$ cat config.mk
export PLATFORM = sky130hd
export DESIGN_NAME = hwag_coil_scheduler
export DESIGN_NICKNAME = d
export VERILOG_FILES = /design/src/rtl/hwag_coil_scheduler.sv
export SDC_FILE = /design/constraint.sdc
export NUM_CORES = 1
export LEC_CHECK = 0
export BUFFER_PORTS_ARGS = -buffer_cell sky130_fd_sc_hd__buf_2
export CORE_UTILIZATION = 25
export CTS_BUF_LIST = sky130_fd_sc_hd__clkbuf_4 sky130_fd_sc_hd__clkbuf_8
export CTS_CLUSTER_SIZE = 12
export DETAILED_ROUTE_END_ITERATION = 7
export HOLD_SLACK_MARGIN = 0.06
export PLACE_DENSITY = 0.39
export SETUP_SLACK_MARGIN = 0.15
export SLEW_MARGIN = 20
export SYNTH_ARGS = -nofsm -noshare
export SYNTH_HDL_FRONTEND = slang
export SYNTH_SLANG_ARGS = --single-unit
$ cat constraint.sdc
create_clock -name clk -period 3.4 [get_ports clk]
set_input_delay 0.34 -clock clk [delete_from_list [all_inputs] [get_ports clk]]
set_output_delay 0.34 -clock clk [all_outputs]
set_load 0.01 [all_outputs]
$ cat src/rtl/hwag_coil_scheduler.sv
// Angle-synchronous ignition coil scheduler: per-channel angle counters, shared
// charge/ignition set points, OFF/ON dwell FSM with sticky dwell-overrun fault.
module hwag_coil_scheduler #(
    parameter int CH      = 4,
    parameter int AW      = 24,
    parameter int ACR_TOP = 3839
) (
    input  logic            clk,
    input  logic            nrst,
    input  logic            acnt_ena,
    input  logic            hwag_start,
    input  logic            edge0,
    input  logic [CH*AW-1:0] phase_ofs,
    input  logic [AW-1:0]   charge_angle,
    input  logic [AW-1:0]   ignition_angle,
    input  logic [AW-1:0]   max_dwell,
    input  logic [CH-1:0]   ch_enable,
    input  logic            fault_clr,
    output logic [CH-1:0]   coil_out,
    output logic [CH-1:0]   ch_fault
);

    typedef enum logic {ST_OFF = 1'b0, ST_ON = 1'b1} state_t;

    localparam logic [AW-1:0] TOP      = AW'(ACR_TOP);
    localparam logic [AW-1:0] ONE      = {{(AW-1){1'b0}}, 1'b1};
    localparam logic [AW-1:0] ZERO     = {AW{1'b0}};
    localparam logic [AW-1:0] DW_SAT   = {AW{1'b1}};

    logic [AW-1:0] cnt_q   [CH];
    logic [AW-1:0] cnt_d   [CH];
    logic [AW-1:0] dwell_q [CH];
    logic [AW-1:0] dwell_d [CH];
    state_t        state_q [CH];
    state_t        state_d [CH];
    logic [AW-1:0] chg_q, chg_d, ign_q, ign_d;
    logic [CH-1:0] fault_q, fault_d;
    logic [CH-1:0] chg_hit_s, ign_hit_s, overrun_s, fault_set_s;

    // Shared set-point shadow commit
    always_comb begin
        chg_d = chg_q;
        ign_d = ign_q;
        if (edge0) begin
            chg_d = charge_angle;
            ign_d = ignition_angle;
        end else begin
            chg_d = chg_q;
            ign_d = ign_q;
        end
    end

    // Compare against pre-increment counters; set points beyond the top never match
    always_comb begin
        for (int n = 0; n < CH; n++) begin
            chg_hit_s[n] = acnt_ena && (cnt_q[n] == chg_q) && (chg_q <= TOP);
            ign_hit_s[n] = acnt_ena && (cnt_q[n] == ign_q) && (ign_q <= TOP);
            overrun_s[n] = acnt_ena && (max_dwell != ZERO) && (dwell_q[n] == max_dwell);
        end
    end

    // Per-channel counter, dwell and OFF/ON next state
    always_comb begin
        for (int n = 0; n < CH; n++) begin
            cnt_d[n]       = cnt_q[n];
            dwell_d[n]     = dwell_q[n];
            state_d[n]     = state_q[n];
            fault_set_s[n] = 1'b0;

            if (!hwag_start) begin
                cnt_d[n] = phase_ofs[n*AW +: AW];
            end else if (acnt_ena) begin
                cnt_d[n] = (cnt_q[n] == TOP) ? ZERO : cnt_q[n] + ONE;
            end else begin
                cnt_d[n] = cnt_q[n];
            end

            if (!ch_enable[n] || !hwag_start) begin
                state_d[n] = ST_OFF;
            end else begin
                case (state_q[n])
                    ST_OFF: begin
                        if (chg_hit_s[n] && !ign_hit_s[n]) begin
                            state_d[n] = ST_ON;
                            dwell_d[n] = ZERO;
                        end else begin
                            state_d[n] = ST_OFF;
                        end
                    end
                    ST_ON: begin
                        // Ignition takes priority so a coincident overrun is not a fault
                        if (ign_hit_s[n]) begin
                            state_d[n] = ST_OFF;
                        end else if (overrun_s[n]) begin
                            state_d[n]     = ST_OFF;
                            fault_set_s[n] = 1'b1;
                        end else if (acnt_ena && (dwell_q[n] != DW_SAT)) begin
                            dwell_d[n] = dwell_q[n] + ONE;
                        end else begin
                            dwell_d[n] = dwell_q[n];
                        end
                    end
                    default: begin
                        state_d[n] = ST_OFF;
                    end
                endcase
            end
        end
    end

    // Sticky faults: a new fault outranks a simultaneous clear
    always_comb begin
        if (fault_clr) begin
            fault_d = fault_set_s;
        end else begin
            fault_d = fault_q | fault_set_s;
        end
    end

    // State registers with synchronous active-low reset
    always_ff @(posedge clk) begin
        if (!nrst) begin
            chg_q   <= ZERO;
            ign_q   <= ZERO;
            fault_q <= {CH{1'b0}};
            for (int n = 0; n < CH; n++) begin
                cnt_q[n]   <= ZERO;
                dwell_q[n] <= ZERO;
                state_q[n] <= ST_OFF;
            end
        end else begin
            chg_q   <= chg_d;
            ign_q   <= ign_d;
            fault_q <= fault_d;
            for (int n = 0; n < CH; n++) begin
                cnt_q[n]   <= cnt_d[n];
                dwell_q[n] <= dwell_d[n];
                state_q[n] <= state_d[n];
            end
        end
    end

    // Coil drive is the registered ON state
    always_comb begin
        for (int n = 0; n < CH; n++) begin
            coil_out[n] = (state_q[n] == ST_ON);
        end
    end

    assign ch_fault = fault_q;

endmodule

==> run metrics, run 1 <==
Internal Power=5.77 mW; R2R setup slack=0.43 ns; Overflow after GRT=0; setup fix buffers added after clock tree synthesis=0; distinct cell type count of the synthesized netlist=84; post-layout net count=2610; router iterations before antenna repair=6; peak fanout along the critical path=18; net switching fraction of the power=29.9%; peak ir drop on the vdd network=0.237 mV; GP Congestion=0.909; net load switching power=2.46 mW; Bufs and invs on worst path=2; Final setup viols=0; CP max stage delay=0.59 ns; data required time at the worst endpoint=3.93 ns; post-route DRC violation count=0; pin count of the biggest net entering global routing=74; GRT Resource Usage Total=21.7%; path class of the lowest-slack min-delay path=in2reg; Core Footprint=67200 sq um; fraction of power consumed by sequential logic=40.0%; antenna violations before repair=3; leading cell types by total area after synthesis=sky130_fd_sc_hd__dfxtp_1 29%, sky130_fd_sc_hd__xnor2_1 11%, sky130_fd_sc_hd__xor2_1 6.6%; path type of the worst setup path=reg2reg; CTS Buffer Depth=3; highest clock rate=337 MHz; Final ANT Viol Nets=0; detail-routed net length per standard cell=22.9 um; number of DRC markers in iteration 0=1269; IO Port Bufs=185; post-synth net total=2397; Slew headroom=40.6%; hold buffer count at CTS=146; CTS root buffer=sky130_fd_sc_hd__clkbuf_8; Final Hold Slack=0.115 ns; max_cap viols=0; critical path data arrival time=3.50 ns; most common flop cell mapped by yosys=sky130_fd_sc_hd__dfxtp_1; Cell Area, Synth=17000 sq um; fraction of synthesis flops using an asynchronous set or reset pin=0%; clock tree from TritonCTS=done; Mapped Avg Cell Area=7.67 sq um; Worst Clk Skew=0.0303 ns; count of H-tree levels built during CTS=2; combinational share of power=15.3%; die height=262 um; Detailed Route WL=76500 um; Yosys Warn Count=0; share of post-route cells with drive strength above 1=16.0%; Resize count post-CTS=0; largest area contributor in the netlist=sky130_fd_sc_hd__dfxtp_1; Top-Level Pins=186; run status=finished, final reports clean; number of sinks handled by clock tree synthesis=248; Lkg Pwr=8.05 nW; Die Width=262 um; setup TNS=0 ns; number of buffers created by CTS=53; EDFF count, synth=0; vias in the first global route=17200; critical path, cell by cell=buf_4 > xor2_1 > nor4_1 > nand4_1 > o311a_1 > nand4_1 > buf_4 > o21ai_0; final-report hold violation count=0; number of vias per cell after detailed routing=5.26; Slew Limit Fails=0; part of the cycle the worst path needs=87.4%; clock transition time at the flip-flop clock pins of the worst setup and hold paths=0.07 ns; row count=95; register area share after synthesis=29.3%; clock share of power=44.7%; placed wire-length estimate after detailed placement=56500 um; clock latency on the worst-skew pair=0.66 ns; Period minus WS final=2.97 ns; Critical Path Source Type=flop; wire length of the first global-routing pass=114000 um; synthesis-to-finish area growth=25.2%; worst slew pin tran=0.891 ns; library cell contributing the largest single delay on the critical path=sky130_fd_sc_hd__nor4_1; post-route setup slack=0.429 ns; commonest cells in the netlist=248 x sky130_fd_sc_hd__dfxtp_1, 213 x sky130_fd_sc_hd__clkbuf_1, 205 x sky130_fd_sc_hd__xnor2_1; Yosys reg bits=248; leading cell type by number of instances after synthesis=sky130_fd_sc_hd__dfxtp_1; areal power density over the cells=388 nW/um^2; Die Area=68900 sq um; worst setup slack before clock tree synthesis=0.440 ns; share of Yosys cell area claimed by the top area cell type=29.3%; initial standard-cell utilization of the core=25.3%; Via Count=17600; sort of element at the end of the critical path=flop; family of cells with the greatest summed delay on the critical path=simple AND/OR/NAND/NOR gates; post-synthesis cell count=2211; unrepaired setup endpoints after global routing=false
-- final timing paths --
check | startpoint | end | cells after the start
worst max-delay path | ign_q[14] | dwell_q[2][17] | 8
worst min register to register | dwell_q[0][10] | dwell_q[0][10] | 2
worst min-delay path | phase_ofs[59] | cnt_q[2][11] | 3
worst max register to register | ign_q[14] | dwell_q[2][17] | 8
-- registers in the layout (all words and copies together) (netlist names) --
signal    cells
ch_fault      4
chg_q        24
cnt_q        96
dwell_q      96
ign_q        24
state_q       4
-- area by class of cell --
type	instances	area, sq um
diodes	2	5.00
clock buffers	88	1090
clock inverters	6	82.6
fillers	7256	45900
inverters	35	134
multi-input cells	1674	10800
flip-flops and latches	248	4960
well taps	873	1090
repair buffers	412	3020
-- metal layers --
metal,track usage (%),vias up,wire (um)
li1,-,8281,-
met1,27.7,8546,33300
met2,36.5,578,36100
met3,3.01,145,4010
met4,9.40,0,3130
met5,0,-,0
-- metrics by stage --
step / area (sq um) / utilization, % / power (mW) / instances
global route: 21200 / 31.6 / 8.60 / 3337
global placement: 18600 / 27.7 / 4.47 / 3095
floorplan: 17000 / - / 3.98 / 2211
finish: 21200 / 31.6 / 8.23 / 3338
CTS: 21200 / 31.6 / 8.34 / 3335
detailed placement: 18600 / 27.7 / 4.47 / 3095
-- placed cells by master (no fill, tap or decap), drive strengths merged, types with 10 or more instances in the layout --
cell type / synthesis / final
or3: 19 / 19
a211oi: 14 / 14
nand4: 95 / 95
mux2i: 51 / 51
buf: 39 / 266
o31ai: 25 / 25
and4: 14 / 14
a31oi: 27 / 27
o2bb2ai: 18 / 18
or4: 26 / 26
inv: 34 / 35
nand3: 88 / 88
nor4: 70 / 70
a2bb2oi: 10 / 10
dfxtp: 248 / 248
clkbuf: 215 / 88
and3: 62 / 62
xor2: 127 / 127
nor2: 179 / 179
nor3: 43 / 43
a221o: 11 / 11
nand2: 182 / 182
and2: 34 / 34
a221oi: 15 / 15
dlygate4sd3: 0 / 146
o211ai: 12 / 12
a21oi: 87 / 87
o21ai: 118 / 118
xnor2: 205 / 205
-- worst reg2reg max path, delay by kind of cell, from the launching register on --
kind | cells | cell delay, ns
AOI/OAI and AO/OA | 2 | 0.63
buffers and inverters | 2 | 0.51
xor gates and xnor gates | 1 | 0.08
DFF | 1 | 0.46
and+or+nand+nor | 3 | 1.17
-- cell families (layout without fill, tap and decap cells) --
family / count (synthesis) / count (layout) / share of synthesized area, %
compound gates: 417 / 417 / 16.5
xor+xnor: 332 / 332 / 17.1
fa+ha+maj: 8 / 8 / 0.590
buf+inv: 289 / 541 / 6.84
flops: 248 / 248 / 29.3
mux: 53 / 53 / 3.14
other cells: 0 / 2 / 0
simple gates: 864 / 864 / 26.5
-- power by group through the flow --
stage	logic, mW	clock network [mW]	registers, mW
global route	1.38	3.93	3.30
floorplan	0.867	0	3.11
CTS	1.27	3.79	3.29
detailed placement	1.13	0	3.35
finish	1.26	3.68	3.29
global placement	1.13	0	3.35
No activity file was read; power rests on OpenSTA's default activity.
==> run 2: changes to the inputs <==
--- a/config.mk
+++ b/config.mk
@@ -6,12 +6,13 @@
 export NUM_CORES = 1
 export LEC_CHECK = 0
 export BUFFER_PORTS_ARGS = -buffer_cell sky130_fd_sc_hd__buf_2
-export CORE_UTILIZATION = 25
+export CORE_UTILIZATION = 55
 export CTS_BUF_LIST = sky130_fd_sc_hd__clkbuf_4 sky130_fd_sc_hd__clkbuf_8
+export CTS_CLUSTER_DIAMETER = 30
 export CTS_CLUSTER_SIZE = 12
 export DETAILED_ROUTE_END_ITERATION = 7
 export HOLD_SLACK_MARGIN = 0.06
-export PLACE_DENSITY = 0.39
+export PLACE_DENSITY = 0.74
 export SETUP_SLACK_MARGIN = 0.15
 export SLEW_MARGIN = 20
 export SYNTH_ARGS = -nofsm -noshare
==> run 2 against run 1 <==
  * Register-to-register slack worse by 0.12 ns
  * Final area down 2.8%
  * Clock power up 29%
  * Fmax down 3.8%
  * First-iteration DRC count up 84%
  * Largest power group unchanged
==> run metrics, run 2 (synthesis results as in run 1) <==
initial standard-cell utilization of the core=56.6%; clock tree from TritonCTS=done; worst slew pin tran=1.04 ns; number of sinks handled by clock tree synthesis=248; vias in the first global route=17700; most common library cell in the layout ignoring fill and taps=sky130_fd_sc_hd__dfxtp_1; Final Hold Slack=0.0878 ns; die height=178 um; pin count of the biggest net entering global routing=97; GRT Resource Usage Total=41.2%; CTS root buffer=sky130_fd_sc_hd__clkbuf_8; Die Area=31500 sq um; Period minus WS final=3.09 ns; post-route DRC violation count=0; Post-Route Utilization=68.9%; CTS Buffer Depth=3; number of buffers created by CTS=70; Cell Area, Placed=17800 sq um; post-layout net count=2573; Post-Layout Inst Area=20600 sq um; count of H-tree levels built during CTS=3; Critical Path Source Type=flop; Final setup viols=0; peak fanout along the critical path=22; detail-routed net length per standard cell=23.0 um; antenna violations before repair=5; number of cells traversed by the worst hold path=3; Top-Level Pins=186; peak ir drop on the vdd network=0.383 mV; clock latency on the worst-skew pair=0.63 ns; cell count of the worst reg-to-reg path=8; Core Footprint=30000 sq um; final-report hold violation count=0; path type of the worst setup path=reg2reg; synthesis-to-finish area growth=21.7%; router iterations before antenna repair=6; unrepaired setup endpoints after global routing=false; wire length of the first global-routing pass=100000 um; Lkg Pwr=8.00 nW; setup fix buffers added after clock tree synthesis=0; Overflow after GRT=0; data required time at the worst endpoint=3.93 ns; Detailed Route WL=65200 um; Via Count=18500; row count=63; largest registers=cnt_q: 96 flops, dwell_q: 96 flops; Slew Limit Fails=0; run status=finished, final reports clean; IO Port Bufs=185; overall power=9.23 mW; number of vias per cell after detailed routing=6.51; areal power density over the cells=447 nW/um^2; Worst Clk Skew=0.0529 ns; critical path data arrival time=3.62 ns; part of the cycle the worst path needs=90.9%; Final ANT Viol Nets=0; share of post-route cells with drive strength above 1=16.6%; Die Width=178 um; sort of element at the end of the critical path=flop; max_cap viols=0; GP Congestion=1.03; setup TNS=0 ns; top library cells by usage in the layout, fill and taps aside=248 x sky130_fd_sc_hd__dfxtp_1, 205 x sky130_fd_sc_hd__xnor2_1, 184 x sky130_fd_sc_hd__buf_2; Slew headroom=30.4%; path class of the lowest-slack min-delay path=in2reg; highest clock rate=324 MHz; placed wire-length estimate after detailed placement=44800 um; number of DRC markers in iteration 0=2329; clock transition time at the flip-flop clock pins of the worst setup and hold paths=0.05 ns
## run 2: timing repair
action                                 CTS  global route
endpoints found under the hold margin  116             0
setup endpoints to repair                0             6
gates resized for setup                  0             1
hold buffers                           116             0
## run 2: worst paths after layout
check / from / endpoint / slack, ns
min reg2reg: dwell_q[1][17] / dwell_q[1][17] / 0.53
min: phase_ofs[83] / cnt_q[3][11] / 0.09
max: ign_q[20] / dwell_q[1][18] / 0.31
max reg2reg: ign_q[20] / dwell_q[1][18] / 0.31
## run 2: worst max-delay path: stages, from the launching register on
cell                      delay, ns
sky130_fd_sc_hd__dfxtp_1       0.55
sky130_fd_sc_hd__or4_1         0.21
sky130_fd_sc_hd__or3b_1        0.14
sky130_fd_sc_hd__nor4_1        0.06
sky130_fd_sc_hd__a21oi_1       0.62
sky130_fd_sc_hd__nand2_2       0.41
sky130_fd_sc_hd__buf_4         0.31
sky130_fd_sc_hd__or4_1         0.51
sky130_fd_sc_hd__a21oi_1       0.16
## run 2: final cells by class
class                   count  area [sq um]
multi-input cells        1674         10800
fillers                  2409          9310
flip-flops and latches    248          4960
repair buffers            358          2540
clock buffers              87          1150
clock inverters            43           508
well taps                 390           488
inverters                  35           134
diodes                      4          10.0
## run 2: routing by layer
| metal | share of wire [%] | GRT usage [%] |
|---|---|---|
| met3 | 10 | 9.04 |
| met2 | 44 | 63.6 |
| met4 | 6.7 | 25.5 |
| met1 | 39 | 52.1 |
| met5 | 0.017 | 0 |
## run 2: stage by stage
stage	cells	setup WS [ns]
floorplan	2211	0.834
global placement	2589	0.481
detailed placement	2589	0.409
CTS	2835	0.370
global route	2839	0.167
finish	2839	0.311
## run 2: report_power, final
part	switching, mW	internal (mW)
combinational	0.635	0.570
sequential	0.281	3.02
clock	1.76	2.97
total	2.67	6.56
